[src/rtl/fib_pkg.sv]
// fib_pkg -- shared types and constants for the FIB access arbiter and the
// PIT/CS arbiters that will reuse its priority picker.
//   PREFIX_W      default name-prefix width
//   LEN_W         default prefix-length width
//   NO_MATCH_LEN  prefix length reported for "no match" (broadcast/root)
//   arb_state_e   arbiter sequence IDLE -> ISSUE -> WAIT -> RESP
package fib_pkg;

  localparam int PREFIX_W = 64;
  localparam int LEN_W    = 6;

  localparam int NO_MATCH_LEN = 0;

  typedef enum logic [1:0] {
    IDLE  = 2'd0,
    ISSUE = 2'd1,
    WAIT  = 2'd2,
    RESP  = 2'd3
  } arb_state_e;

endpackage

[src/rtl/fib_access_arbiter_picker.sv]
// rr_priority_picker -- combinational round-robin priority picker.
// Returns the first set request bit found searching upward from ptr_i,
// wrapping past NUM_REQ-1 back to 0.
//   req_i    request vector
//   ptr_i    search start index (0..NUM_REQ-1)
//   grant_o  one-hot grant, all-zero when nothing is requested
//   idx_o    binary index of the granted bit (0 when nothing is requested)
//   any_o    at least one request bit is set
module rr_priority_picker #(
  parameter int NUM_REQ = 4,
  parameter int IDX_W   = (NUM_REQ > 1) ? $clog2(NUM_REQ) : 1
) (
  input  logic [NUM_REQ-1:0] req_i,
  input  logic [IDX_W-1:0]   ptr_i,
  output logic [NUM_REQ-1:0] grant_o,
  output logic [IDX_W-1:0]   idx_o,
  output logic               any_o
);

  always_comb begin
    idx_o   = '0;
    grant_o = '0;
    any_o   = |req_i;
    // Scan from the farthest offset down to offset 0 so that the candidate
    // closest to the pointer is the last one written and therefore wins.
    for (int k = NUM_REQ - 1; k >= 0; k--) begin : scan
      int cand;
      cand = int'(ptr_i) + k;
      if (cand >= NUM_REQ) cand = cand - NUM_REQ;
      if (req_i[cand]) idx_o = IDX_W'(cand);
    end
    if (any_o) grant_o[idx_o] = 1'b1;
  end

endmodule

[src/rtl/fib_access_arbiter.sv]
// fib_access_arbiter -- shares the single FIB longest-prefix-match port among
// NUM_REQ PIT/interface requesters, round-robin, one lookup in flight.
// Optional build macro: FIB_ARB_TIMEOUT_EN -- forces a "no match" response
// (resp_len=0, resp_timeout=1) after TIMEOUT_CYC cycles in WAIT.
// Ports:
//   clk, rst                      clock, asynchronous active-high reset
//   req_valid/req_prefix/req_len  per-requester lookup requests (packed)
//   req_ready                     one-hot acceptance pulse (ISSUE)
//   fib_prefix/fib_len/fib_start  lookup drive toward fib_table
//   fib_lmp_prefix/len/valid      lookup result from fib_table
//   resp_valid/prefix/len         one-hot response pulse plus result (RESP)
//   resp_timeout                  response was forced by the timeout
//   busy                          arbiter is not IDLE
module fib_access_arbiter #(
  parameter int NUM_REQ     = 4,
  parameter int PREFIX_W    = fib_pkg::PREFIX_W,
  parameter int LEN_W       = fib_pkg::LEN_W,
  parameter int TIMEOUT_CYC = 64
) (
  input  logic                        clk,
  input  logic                        rst,
  input  logic [NUM_REQ-1:0]          req_valid,
  input  logic [NUM_REQ*PREFIX_W-1:0] req_prefix,
  input  logic [NUM_REQ*LEN_W-1:0]    req_len,
  output logic [NUM_REQ-1:0]          req_ready,
  output logic [PREFIX_W-1:0]         fib_prefix,
  output logic [LEN_W-1:0]            fib_len,
  output logic                        fib_start,
  input  logic [PREFIX_W-1:0]         fib_lmp_prefix,
  input  logic [LEN_W-1:0]            fib_lmp_len,
  input  logic                        fib_lmp_valid,
  output logic [NUM_REQ-1:0]          resp_valid,
  output logic [PREFIX_W-1:0]         resp_prefix,
  output logic [LEN_W-1:0]            resp_len,
  output logic                        resp_timeout,
  output logic                        busy
);

  import fib_pkg::*;

  localparam int IDX_W = (NUM_REQ > 1) ? $clog2(NUM_REQ) : 1;

  arb_state_e          state_q, state_d;
  logic [IDX_W-1:0]    rr_ptr_q, rr_ptr_d;
  logic [IDX_W-1:0]    grant_q, grant_d;
  logic [PREFIX_W-1:0] prefix_q, prefix_d;
  logic [LEN_W-1:0]    len_q, len_d;
  logic [PREFIX_W-1:0] res_prefix_q, res_prefix_d;
  logic [LEN_W-1:0]    res_len_q, res_len_d;

  logic [NUM_REQ-1:0]  pick_grant_unused;
  logic [IDX_W-1:0]    pick_idx;
  logic                pick_any;

`ifdef FIB_ARB_TIMEOUT_EN
  localparam int CNT_W = $clog2(TIMEOUT_CYC + 1);
  logic [CNT_W-1:0] cnt_q, cnt_d;
  logic             res_to_q, res_to_d;
`else
  // TIMEOUT_CYC only matters in the timeout build.
  logic unused_timeout_cfg;
  assign unused_timeout_cfg = (TIMEOUT_CYC != 0);
`endif

  rr_priority_picker #(
    .NUM_REQ (NUM_REQ),
    .IDX_W   (IDX_W)
  ) u_picker (
    .req_i   (req_valid),
    .ptr_i   (rr_ptr_q),
    .grant_o (pick_grant_unused),
    .idx_o   (pick_idx),
    .any_o   (pick_any)
  );

  always_ff @(posedge clk or posedge rst) begin
    if (rst) begin
      state_q      <= IDLE;
      rr_ptr_q     <= '0;
      grant_q      <= '0;
      prefix_q     <= '0;
      len_q        <= '0;
      res_prefix_q <= '0;
      res_len_q    <= '0;
`ifdef FIB_ARB_TIMEOUT_EN
      cnt_q        <= '0;
      res_to_q     <= 1'b0;
`endif
    end else begin
      state_q      <= state_d;
      rr_ptr_q     <= rr_ptr_d;
      grant_q      <= grant_d;
      prefix_q     <= prefix_d;
      len_q        <= len_d;
      res_prefix_q <= res_prefix_d;
      res_len_q    <= res_len_d;
`ifdef FIB_ARB_TIMEOUT_EN
      cnt_q        <= cnt_d;
      res_to_q     <= res_to_d;
`endif
    end
  end

  // Next-state logic.
  always_comb begin
    state_d      = state_q;
    rr_ptr_d     = rr_ptr_q;
    grant_d      = grant_q;
    prefix_d     = prefix_q;
    len_d        = len_q;
    res_prefix_d = res_prefix_q;
    res_len_d    = res_len_q;
`ifdef FIB_ARB_TIMEOUT_EN
    cnt_d        = cnt_q;
    res_to_d     = res_to_q;
`endif
    case (state_q)
      IDLE: begin
        // The picker only matters here, so a granted requester that keeps
        // req_valid high cannot be re-picked before the arbiter is IDLE again.
        if (pick_any) begin
          grant_d  = pick_idx;
          prefix_d = req_prefix[pick_idx*PREFIX_W +: PREFIX_W];
          len_d    = req_len[pick_idx*LEN_W +: LEN_W];
          state_d  = ISSUE;
        end
      end
      ISSUE: begin
        state_d = WAIT;
`ifdef FIB_ARB_TIMEOUT_EN
        cnt_d   = '0;
`endif
      end
      WAIT: begin
        // A real result always beats a simultaneous expiry.
        if (fib_lmp_valid) begin
          res_prefix_d = fib_lmp_prefix;
          res_len_d    = fib_lmp_len;
`ifdef FIB_ARB_TIMEOUT_EN
          res_to_d     = 1'b0;
`endif
          state_d      = RESP;
        end
`ifdef FIB_ARB_TIMEOUT_EN
        else if (cnt_q == CNT_W'(TIMEOUT_CYC - 1)) begin
          res_prefix_d = prefix_q;
          res_len_d    = LEN_W'(NO_MATCH_LEN);
          res_to_d     = 1'b1;
          state_d      = RESP;
        end else begin
          cnt_d = cnt_q + 1'b1;
        end
`endif
      end
      RESP: begin
        rr_ptr_d = (grant_q == IDX_W'(NUM_REQ - 1)) ? '0 : grant_q + 1'b1;
        state_d  = IDLE;
      end
      default: state_d = IDLE;
    endcase
  end

  // Outputs are decoded from registered state only, so an asynchronous reset
  // clears every one of them immediately.
  always_comb begin
    req_ready    = '0;
    fib_start    = 1'b0;
    fib_prefix   = '0;
    fib_len      = '0;
    resp_valid   = '0;
    resp_prefix  = '0;
    resp_len     = '0;
    resp_timeout = 1'b0;
    case (state_q)
      ISSUE: begin
        req_ready[grant_q] = 1'b1;
        fib_start          = 1'b1;
        fib_prefix         = prefix_q;
        fib_len            = len_q;
      end
      WAIT: begin
        fib_prefix = prefix_q;
        fib_len    = len_q;
      end
      RESP: begin
        resp_valid[grant_q] = 1'b1;
        resp_prefix         = res_prefix_q;
        resp_len            = res_len_q;
`ifdef FIB_ARB_TIMEOUT_EN
        resp_timeout        = res_to_q;
`endif
      end
      default: ;
    endcase
  end

  assign busy = (state_q != IDLE);

endmodule

[config.mk]
export PLATFORM = sky130hd
export DESIGN_NAME = fib_access_arbiter
export DESIGN_NICKNAME = d
export VERILOG_FILES = /design/src/rtl/fib_pkg.sv /design/src/rtl/fib_access_arbiter_picker.sv /design/src/rtl/fib_access_arbiter.sv
export SDC_FILE = /design/constraint.sdc
export NUM_CORES = 1
export LEC_CHECK = 0
export BUFFER_PORTS_ARGS = -buffer_cell sky130_fd_sc_hd__buf_4
export CAP_MARGIN = 20
export CORE_AREA = 2 2 199 201
export DETAILED_ROUTE_END_ITERATION = 6
export DIE_AREA = 0 0 201 203
export PLACE_DENSITY = 0.49
export SLEW_MARGIN = 20
export SYNTH_ARGS = -nofsm -noshare
export SYNTH_HDL_FRONTEND = slang
export SYNTH_SLANG_ARGS = --single-unit
[constraint.sdc]
create_clock -name clk -period 7.9 [get_ports clk]
set_input_delay 0.79 -clock clk [delete_from_list [all_inputs] [get_ports clk]]
set_output_delay 0.79 -clock clk [all_outputs]
set_load 0.05 [all_outputs]
Word-level counts from Yosys, hierarchy flattened

Index checks and enable logic that the tools add are counted.

Register bits: 146
Input bits: 357
Output and inout port bits: 151
Logic and storage cells: 75

$add $sub $neg: 8
Multiply operators: 1
Order comparisons: 10
Equal/unequal tests: 6
Shift-type cells: 2
Multiplexer cells: 33
Reductions and logical operators: 8

Operators with widths:

| operator                                                     | count |
|---|---|
| indexed part select 256 x 9 -> 64 bit                        | 1 |
| less-than comparator 32 x 4 -> 1 bit (second input constant) | 4 |
| 2-to-1 mux 32 bit                                            | 4 |
| 2-to-1 mux 64 bit                                            | 2 |
| >= comparator 32 x 4 -> 1 bit (second input constant)        | 3 |
| subtractor 32 x 4 -> 32 bit (second input constant)          | 3 |
| indexed part select 24 x 6 -> 6 bit                          | 1 |
| 2-to-1 mux 2 bit                                             | 7 |
| 2-to-1 mux 6 bit                                             | 2 |
| 2-to-1 mux 1 bit                                             | 10 |
| binary-select mux 1 bit (select 2 bit)                       | 4 |
| 2-to-1 mux 4 bit                                             | 2 |
| case mux 2 bit (4 select lines)                              | 1 |
| adder 2 x 2 -> 3 bit (second input constant)                 | 2 |
| equality test 2 bit (second input constant)                  | 3 |
| AND reduction 2 bit                                          | 3 |
| multiplier 2 x 2 -> 4 bit (second input constant)            | 1 |
| inequality test 2 bit (second input constant)                | 2 |
| OR reduction 4 bit                                           | 1 |
| subtractor 2 x 3 -> 4 bit (second input constant)            | 1 |
| adder 2 x 1 -> 3 bit (second input constant)                 | 1 |
| >= comparator 2 x 3 -> 1 bit (second input constant)         | 1 |
| less-than comparator 2 x 3 -> 1 bit (second input constant)  | 1 |
| adder 2 x 1 -> 2 bit (second input constant)                 | 1 |
| 7 further kinds                                              | 7 |

Longest topological paths before layout

Gate-level depths: netlist of the first run.

Depth after elaboration: 12
Mapped depth: 8
Depth with buffers taken out: 6

Hierarchy

From an unflattened synthesis of the first run, not the netlist that was laid out.

Cell total of the unflattened synthesis: 772
Area, all modules: 8923.6 um^2

Modules (own cells, without submodules):

| module             | times used | cells each | area each (um^2) |
|---|---|---|---|
| fib_access_arbiter | 1          | 738        | 8704.6 |
| rr_priority_picker | 1          | 34         | 219.0 |

Worst setup path before layout of the first run

Ideal clock, no wire load.

Kind: register to output
From: register state_q[0]
To: output port resp_prefix[28]
Data arrival time: 1.475 ns
Data required time: 7.110 ns
Setup slack: 5.635 ns
Cell stages (with the launch flop): 5
Path through: dfrtp_1 > ha_1 > clkbuf_1 > clkbuf_1 > and2_1

Word-level cells in the longest chain between the ends: 2

RTL lines:

| what                   | line                      | source |
|---|---|---|
| from (decl)            | fib_access_arbiter.sv:43  | `arb_state_e state_q, state_d;` |
| from (signal assigned) | fib_access_arbiter.sv:90  | `state_q <= state_d;` |
| equality test 2 bit    | fib_access_arbiter.sv:174 | `case (state_q)` |
| 2-to-1 mux 64 bit      | fib_access_arbiter.sv:174 |  |
| to (decl)              | fib_access_arbiter.sv:33  | `output logic [PREFIX_W-1:0] resp_prefix,` |

Every way passes these cells.

Worst setup path in the final report of the first run

From: register state_q[0]
To: output port fib_prefix[56]

Word-level cells in the longest chain between the ends: 3

RTL lines:

| what                                                                | line                      | source |
|---|---|---|
| equality test 2 bit or equality test 2 x 1 -> 1 bit (tied branches) | fib_access_arbiter.sv:174 |  |
| OR reduction 2 bit (no line) (*)                                    | -                         |  |
| 2-to-1 mux 64 bit (*)                                               | fib_access_arbiter.sv:174 |  |
| to (decl)                                                           | fib_access_arbiter.sv:26  | `output logic [PREFIX_W-1:0] fib_prefix,` |

Every way passes the cells marked *; elsewhere a longest branch is shown, timed or not.

==> results of run 1 <==
[power by group]
part | switching, mW | internal, mW
Sequential | 0.181 | 1.13
Clock | 0.367 | 0.501
Combinational | 2.87 | 1.44
[stage by stage]
step                        util  cell area (µm²)  power (mW)  hold WS, ns
final                     0.3421            13160       6.498       0.4973
after global routing      0.3420            13150       6.886       0.5089
after detailed placement  0.3261            12540       5.708       0.4853
after CTS                 0.3419            13150       6.604       0.5005
after global placement    0.3261            12540       5.689       0.4781
after floorplan                -             8302       4.330       0.4713
[worst min-delay path by stage]
stage / startpoint / to / slack [ns] / depth (start not counted)
3_5_place_dp: res_prefix_q[27]$_DFFE_PP0P_ / res_prefix_q[27]$_DFFE_PP0P_ / 0.49 / 1
3_3_place_gp: res_prefix_q[25]$_DFFE_PP0P_ / res_prefix_q[25]$_DFFE_PP0P_ / 0.48 / 1
2_1_floorplan: res_len_q[0]$_DFFE_PP0P_ / res_len_q[0]$_DFFE_PP0P_ / 0.47 / 1
5_1_grt: res_prefix_q[41]$_DFFE_PP0P_ / res_prefix_q[41]$_DFFE_PP0P_ / 0.51 / 1
4_1_cts: res_prefix_q[27]$_DFFE_PP0P_ / res_prefix_q[27]$_DFFE_PP0P_ / 0.50 / 1
6_report: res_prefix_q[10]$_DFFE_PP0P_ / res_prefix_q[10]$_DFFE_PP0P_ / 0.50 / 1
[state kept, by name, summed over array words and instances, names as in the netlist]
signal        flops
rr_ptr_q          2
prefix_q         64
res_len_q         6
grant_q           2
state_q           2
res_prefix_q     64
len_q             6
[cells in the mapped netlist, drive strengths merged]
cell | n | area [µm²]
o221ai | 1 | 8.760
a31oi | 70 | 437.9
o2bb2ai | 70 | 613.1
ha | 8 | 100.1
a21boi | 1 | 7.510
buf | 24 | 177.7
a221o | 1 | 10.01
and3 | 1 | 6.260
conb | 1 | 3.750
clkbuf | 45 | 168.9
o21ai | 3 | 15.01
inv | 7 | 26.28
mux2i | 71 | 710.7
o21bai | 1 | 7.510
a21o | 1 | 7.510
nor2b | 3 | 18.77
or3b | 1 | 8.760
nor2 | 2 | 7.510
nor4 | 1 | 6.260
and2 | 148 | 925.9
o22a | 1 | 8.760
nand2 | 145 | 544.3
mux2 | 71 | 799.5
a21oi | 2 | 10.01
dfrtp | 146 | 3654
nand2b | 1 | 6.260
o221a | 1 | 11.26
[placed cells by master (no fill, tap or decap), types with 2 or more instances in the layout]
master,instances
buf_4,517
and2_1,148
dfrtp_1,146
nand2_1,144
mux2i_1,71
mux2_2,71
o2bb2ai_1,70
a31oi_1,70
clkbuf_16,17
inv_1,6
ha_1,6
diode_2,4
o21ai_0,3
nor2b_1,3
inv_6,3
bufinv_16,3
clkinvlp_4,3
clkinv_4,3
clkinv_2,3
ha_2,2
[routing by layer]
| metal | track usage | wire, µm | vias to the layer above |
|---|---|---|---|
| li1 | - | - | 3834 |
| met1 | 0.1943 | 13920 | 3930 |
| met2 | 0.2960 | 17650 | 316 |
| met3 | 0.06180 | 2800 | 21 |
| met4 | 0.03942 | 379 | 0 |
| met5 | 0 | 0 | - |
[cell families (layout without fill, tap and decap cells)]
| family | after synthesis | in the layout |
|---|---|---|
| AO/OA/AOI/OAI | 152 | 152 |
| adder cells (fa/ha/maj) | 8 | 8 |
| buffers and inverters | 76 | 556 |
| flip-flops | 146 | 146 |
| multiplexers | 142 | 142 |
| other | 1 | 5 |
| AND/OR/NAND/NOR | 302 | 302 |
[cell type report]
type                            instances  area share
Sequential cell                       146      0.2776
Clock inverter                         15     0.01388
Inverter                                7    0.002377
Antenna cell                            4   0.0007605
Timing Repair Buffer                  517      0.2949
Multi-Input combinational cell        605      0.3289
Clock buffer                           17     0.03232
Tap cell                              518     0.04924
==> flow_summary_export.csv, run 1 <==
group,metric,value,unit
worst_setup_path,crit_start,"state_q[0]$_DFFE_PP0P_",
clock_tree,cts_hold_buffers,0,
place,dp_hpwl,25820,µm
floorplanning,io_pins,508,
route,firstDrtPassIters,6,
worst_setup_path,start_kind,"register",
place,post-place-ws,4.390,ns
worst_hold_path,holdCritPathClass,"reg -> reg",
timing,worst_pin_slew,0.9711,ns
route,wl,34750,µm
timing,fin_crit_sh,0.4205,
route,avgRoutedWirePerCell,19.00,µm
floorplanning,die_y,203,µm
timing,final.setup_skew,0.008361,ns
route,drc,0,
synth,synth_top_family_by_area,"simple AND/OR/NAND/NOR gates",
route,drtAntennaViolNets,0,
run,maxCapViolations,0,
timing,max_clock_freq,0.3010,GHz
place,portBuffers,506,
worst_setup_path,path_depth,5,
timing,rsz0062_at_grt,"false",
synth,yosys_warnings,0,
synth,syn_area_per_cell,10.04,µm²
worst_setup_path,r2r_start,"state_q[0]$_DFFE_PP0P_",
clock_tree,numCtsBuffers,17,
clock_tree,cts_root_buf,"clkbuf_16",
finish,fin_nets,1659,
worst_setup_path,rrSetupSlack,4.62,ns
synth,synth-simple-area-share,0.1836,
worst_setup_path,critPathCaptureType,"output port",
synth,synthMuxAreaShare,0.1819,
power_and_ir_drop,ir_worst_vdd,0.2488,mV
clock_tree,clock_path_buffers,2,
clock_tree,clk_pin_slew_worst_paths,0.07,ns
clock_tree,clk_latency,0.44,ns
clock_tree,cts_setup_buffers,0,
global_routing,grt_pass1_vias,8593,
global_routing,overflow,0,
clock_tree,cts_resized,0,
synth,syn_inst,827,
global_routing,grt_max_degree,100,
route,drt_iter0_markers,301,
worst_setup_path,timing.critical_path.buf_inv,3,
timing,fin_tns_setup,0,ns
finish,final-seq-area,3654,µm²
global_routing,grt_usage,0.1684,
synth,ys_ff_latch,146,
finish,stdcell_count,1829,
clock_tree,cts_tree,"built",
finish,multiInputGateArea,4329,µm²
timing,maxSlewViolCount,0,
timing,finalSetupViolCount,0,
worst_setup_path,critPathSlowestCell,"ha_2",
run_status,status,"completed",
worst_setup_path,endpoint,"fib_prefix[56]",
clock_tree,ctsHtreeMaxLevel,4,
timing,finalHoldViolCount,0,
clock_tree,clock-sinks,146,
power_and_ir_drop,p_leak,6.347,nW
place,post-place-cells,1793,
worst_setup_path,crit_required,7.11,ns
timing,finalCriticalPeriod,3.322,ns
floorplanning,die_w,201,µm
synth,synthXorXnorAreaFrac,0,
place,gp_congestion,0.8056,
global_routing,antenna_found_initial,5,
floorplanning,die_area,40800,µm²
route,num_vias,8101,
timing,max-slew-margin-rel,0.3526,
worst_setup_path,reg2reg_to,"prefix_q[29]$_DFFE_PP0P_",
power_and_ir_drop,powerDensity,493.7,nW/µm²
worst_setup_path,crit_chain,"inv_1, ha_2, buf_4, and2_1, buf_4",
worst_setup_path,path_class,"reg -> out",
worst_setup_path,path_delay_family,"buffers and inverters",
worst_setup_path,reg2regPathDepth,8,
worst_setup_path,worstPathArrival,2.53,ns
worst_setup_path,crit_fanout,42,
synth,syn_area,8302,µm²
synth,synth_compound_area_frac,0.1370,
timing,finalWorstSetupSlack,4.578,ns
worst_setup_path,timing.critical_path.mode_cell,"buf_4",
route,drt-vias-per-instance,4.429,
floorplanning,start_util,0.2158,
worst_setup_path,slowest_delay,0.68,ns
synth,synthDistinctLibCells,31,
floorplanning,core-area,38470,µm²
global_routing,grt_pass1_wl,52460,µm
finish,layout-drive-gt1-share,0.4813,
floorplanning,rows,72,
synth,synthesis.nets,1192,
synth,synth-seq-area-share,0.4401,
finish,area_delta_synth_final,58.54,%
synth,synthAdderAreaFrac,0.01206,
finish,fillCellCount,4055,
(Power assumes the default switching activity.)
==> run 2, diff against run 1 <==
--- a/config.mk
+++ b/config.mk
@@ -5,12 +5,13 @@
 export SDC_FILE = /design/constraint.sdc
 export NUM_CORES = 1
 export LEC_CHECK = 0
+export ABC_AREA = 1
 export BUFFER_PORTS_ARGS = -buffer_cell sky130_fd_sc_hd__buf_4
 export CAP_MARGIN = 20
-export CORE_AREA = 2 2 199 201
+export CORE_AREA = 2 2 200 202
 export DETAILED_ROUTE_END_ITERATION = 6
-export DIE_AREA = 0 0 201 203
-export PLACE_DENSITY = 0.49
+export DIE_AREA = 0 0 202 204
+export PLACE_DENSITY = 0.53
 export SLEW_MARGIN = 20
 export SYNTH_ARGS = -nofsm -noshare
 export SYNTH_HDL_FRONTEND = slang
==> constraint.sdc (replaced) <==
create_clock -name clk -period 3.3 [get_ports clk]
set_input_delay 0.33 -clock clk [delete_from_list [all_inputs] [get_ports clk]]
set_output_delay 0.33 -clock clk [all_outputs]
set_load 0.05 [all_outputs]
==> flow_summary_export.csv, run 2 <==
group,metric,value,unit
worst_hold_path,worstHoldEndpoint,"res_prefix_q[21]$_DFFE_PP0P_",
synth,ys_async_sr_fraction,1.000,
route,drtAntennaViolNets,0,
power_and_ir_drop,powerDensity,1131,nW/µm²
worst_setup_path,slowest_delay,0.70,ns
timing,finalSetupViolCount,0,
finish,antennaDiodeCount,0,
power_and_ir_drop,finalPower,16.86,mW
place,placedInstanceArea,14350,µm²
timing,fin_crit_sh,0.8136,
finish,layout-drive-gt1-share,0.3587,
worst_setup_path,start_kind,"register",
global_routing,grt_pass1_vias,10730,
worst_setup_path,critPathCaptureType,"output port",
synth,ys_ff_latch,146,
place,dp_hpwl,28000,µm
worst_setup_path,timing.critical_path.buf_inv,4,
finish,stdcell_count,2507,
worst_setup_path,crit_fanout,50,
power_and_ir_drop,power.switching,9.274,mW
route,num_vias,10850,
clock_tree,clk_latency,0.44,ns
timing,finalHoldViolCount,0,
synth,synthDistinctLibCells,32,
timing,fin_tns_setup,0,ns
timing,rsz0062_at_grt,"false",
synth,synth.most_common_cell,"nand2_1",
synth,syn_area,10040,µm²
worst_hold_path,holdCritPathClass,"in -> reg",
worst_setup_path,rrSetupSlack,0.87,ns
power_and_ir_drop,seq_power_share,0.189,
synth,synth-seq-area-share,0.3638,
clock_tree,numCtsBuffers,17,
power_and_ir_drop,p_int,7.587,mW
global_routing,grt_max_degree,84,
synth,syn_area_per_cell,6.656,µm²
synth,synthesis.nets,1874,
route,drt_iter0_markers,443,
clock_tree,cts_root_buf,"clkbuf_16",
synth,synth_top_flop_cell,"dfrtp_1",
timing,holdWs,0.1208,ns
route,avgRoutedWirePerCell,14.74,µm
floorplanning,io_pins,508,
run,maxCapViolations,0,
finish,layout_commonest_cell,"buf_4",
timing,finalCriticalPeriod,2.685,ns
place,gp_congestion,0.8861,
floorplanning,die_area,41210,µm²
clock_tree,cts_tree,"built",
finish,final_cell_mix,"buf_4, nand2_1, inv_1",
clock_tree,clk_pin_slew_worst_paths,0.07,ns
floorplanning,die_w,202,µm
timing,max_clock_freq,0.3725,GHz
route,wl,36950,µm
worst_setup_path,crit_chain,"inv_1, ha_4, buf_4, nand2_1, inv_1, buf_4",
synth,synth.area.top_cells,"dfrtp_1, nand2_1, inv_1",
timing,final.setup_skew,0.008222,ns
clock_tree,clock_path_buffers,2,
global_routing,overflow,0,
floorplanning,rows,73,
route,drt-vias-per-instance,4.327,
power_and_ir_drop,combinationalPowerShare,0.700,
worst_setup_path,crit_required,2.97,ns
synth,synth-edff-count,0,
place,portBuffers,506,
synth,synth_top_area_share,0.3638,
timing,maxSlewViolCount,0,
global_routing,grt_pass1_wl,57480,µm
floorplanning,core-area,39180,µm²
route,drc,0,
finish,fin_area,14910,µm²
timing,worst_pin_slew,0.7225,ns
worst_setup_path,worstPathArrival,2.35,ns
synth,synth_top_area_cell,"dfrtp_1",
worst_setup_path,path_delay_family,"buffers and inverters",
synth,syn_inst,1509,
worst_setup_path,reg2reg_to,"len_q[0]$_DFFE_PP0P_",
route,firstDrtPassIters,5,
clock_tree,ctsHtreeMaxLevel,4,
worst_hold_path,worstHoldStart,"fib_lmp_prefix[21]",
finish,area_delta_synth_final,48.49,%
power_and_ir_drop,ir_worst_vdd,0.6470,mV
synth,ys_top_cells_by_count,"nand2_1, inv_1, nand3_1, dfrtp_1, mux2_2",
place,post-place-cells,2474,
worst_setup_path,critPathSlowestCell,"ha_4",
synth,yosys_warnings,0,
power_and_ir_drop,p_sw_frac,0.5500,
run_status,status,"completed",
clock_tree,cts_setup_buffers,0,
power_and_ir_drop,clkPwrFrac,0.111,
worst_hold_path,hold_path_depth,2,
finish,fin_nets,2334,
global_routing,antenna_found_initial,0,
worst_setup_path,r2r_start,"rr_ptr_q[0]$_DFFE_PP0P_",
finish,top_regs,"prefix_q: 64 flops, res_prefix_q: 64 flops",
clock_tree,clock-sinks,146,
power_and_ir_drop,p_leak,9.297,nW
worst_setup_path,reg2regPathDepth,12,
floorplanning,start_util,0.2563,
worst_setup_path,path_class,"reg -> out",
timing,max-slew-margin-rel,0.5183,
floorplanning,die_y,204,µm
global_routing,grt_usage,0.1764,
run 2: stage by stage:
stage | setup slack [ns] | util
2_1_floorplan | 1.137 | -
3_3_place_gp | 0.9780 | 0.3661
3_5_place_dp | 0.9088 | 0.3661
4_1_cts | 0.5663 | 0.3806
5_1_grt | 0.4702 | 0.3806
6_report | 0.6151 | 0.3806
run 2: kinds of logic after synthesis:
logic type,synth area share
AND/OR/NAND/NOR,0.3579
buffers and inverters,0.1823
flip-flops,0.3638
multiplexers,0.07849
AO/OA/AOI/OAI,0.007226
adder cells (fa/ha/maj),0.009967
other,0.0003734
run 2: power by group through the flow:
| stage | Combinational [mW] | Sequential [mW] | Clock, mW |
|---|---|---|---|
| floorplan | 8.67 | 3.07 | 0 |
| global placement | 11.8 | 3.18 | 0 |
| detailed placement | 11.9 | 3.21 | 0 |
| CTS | 12.0 | 3.19 | 1.95 |
| global route | 12.9 | 3.31 | 2.01 |
| finish | 11.8 | 3.19 | 1.88 |
run 2: per-layer routing:
layer,wire length (µm),up-vias,GRT usage
met4,944,0,0.06329
met1,15580,5080,0.2169
met2,18120,371,0.3038
met3,2306,43,0.03827
li1,-,5353,-
met5,0,-,0
run 2: worst max-delay path by stage:
stage	end	cells past startpoint	slack, ns	start
2_1_floorplan	grant_q[0]$_DFFE_PP0P_	1	1.14	rst
3_3_place_gp	prefix_q[21]$_DFFE_PP0P_	12	0.98	rr_ptr_q[0]$_DFFE_PP0P_
3_5_place_dp	prefix_q[50]$_DFFE_PP0P_	12	0.91	rr_ptr_q[0]$_DFFE_PP0P_
4_1_cts	fib_prefix[41]	6	0.57	state_q[0]$_DFFE_PP0P_
5_1_grt	fib_prefix[41]	6	0.47	state_q[1]$_DFFE_PP0P_
6_report	fib_prefix[41]	6	0.62	state_q[0]$_DFFE_PP0P_
run 2: what timing repair did:
item	in CTS	in global routing
hold buffers	1	0
resized for setup	0	0
setup endpoints to repair	0	0
endpoints found under the hold margin	23	0
run 2: layout make-up:
class                           instances  area, µm²
Fill cell                            4256      24270
Multi-Input combinational cell        905       4616
Timing Repair Buffer                  529       4036
Sequential cell                       146       3654
Inverter                              370       1393
Tap cell                              525      656.9
Clock buffer                           20      456.7
Clock inverter                         12      101.3
run 2: worst reg2reg max path, stage by stage, from the launching register on:
cell and delay, ns:
dfrtp_1 0.52, inv_2 0.10, nand2_1 0.11, nand3_1 0.10, nand2_1 0.11, nand3_2 0.08
nand3_2 0.13, buf_4 0.59, nand3_1 0.27, nand3_1 0.14, nand2_1 0.06, nand2_1 0.05
nand2_1 0.05
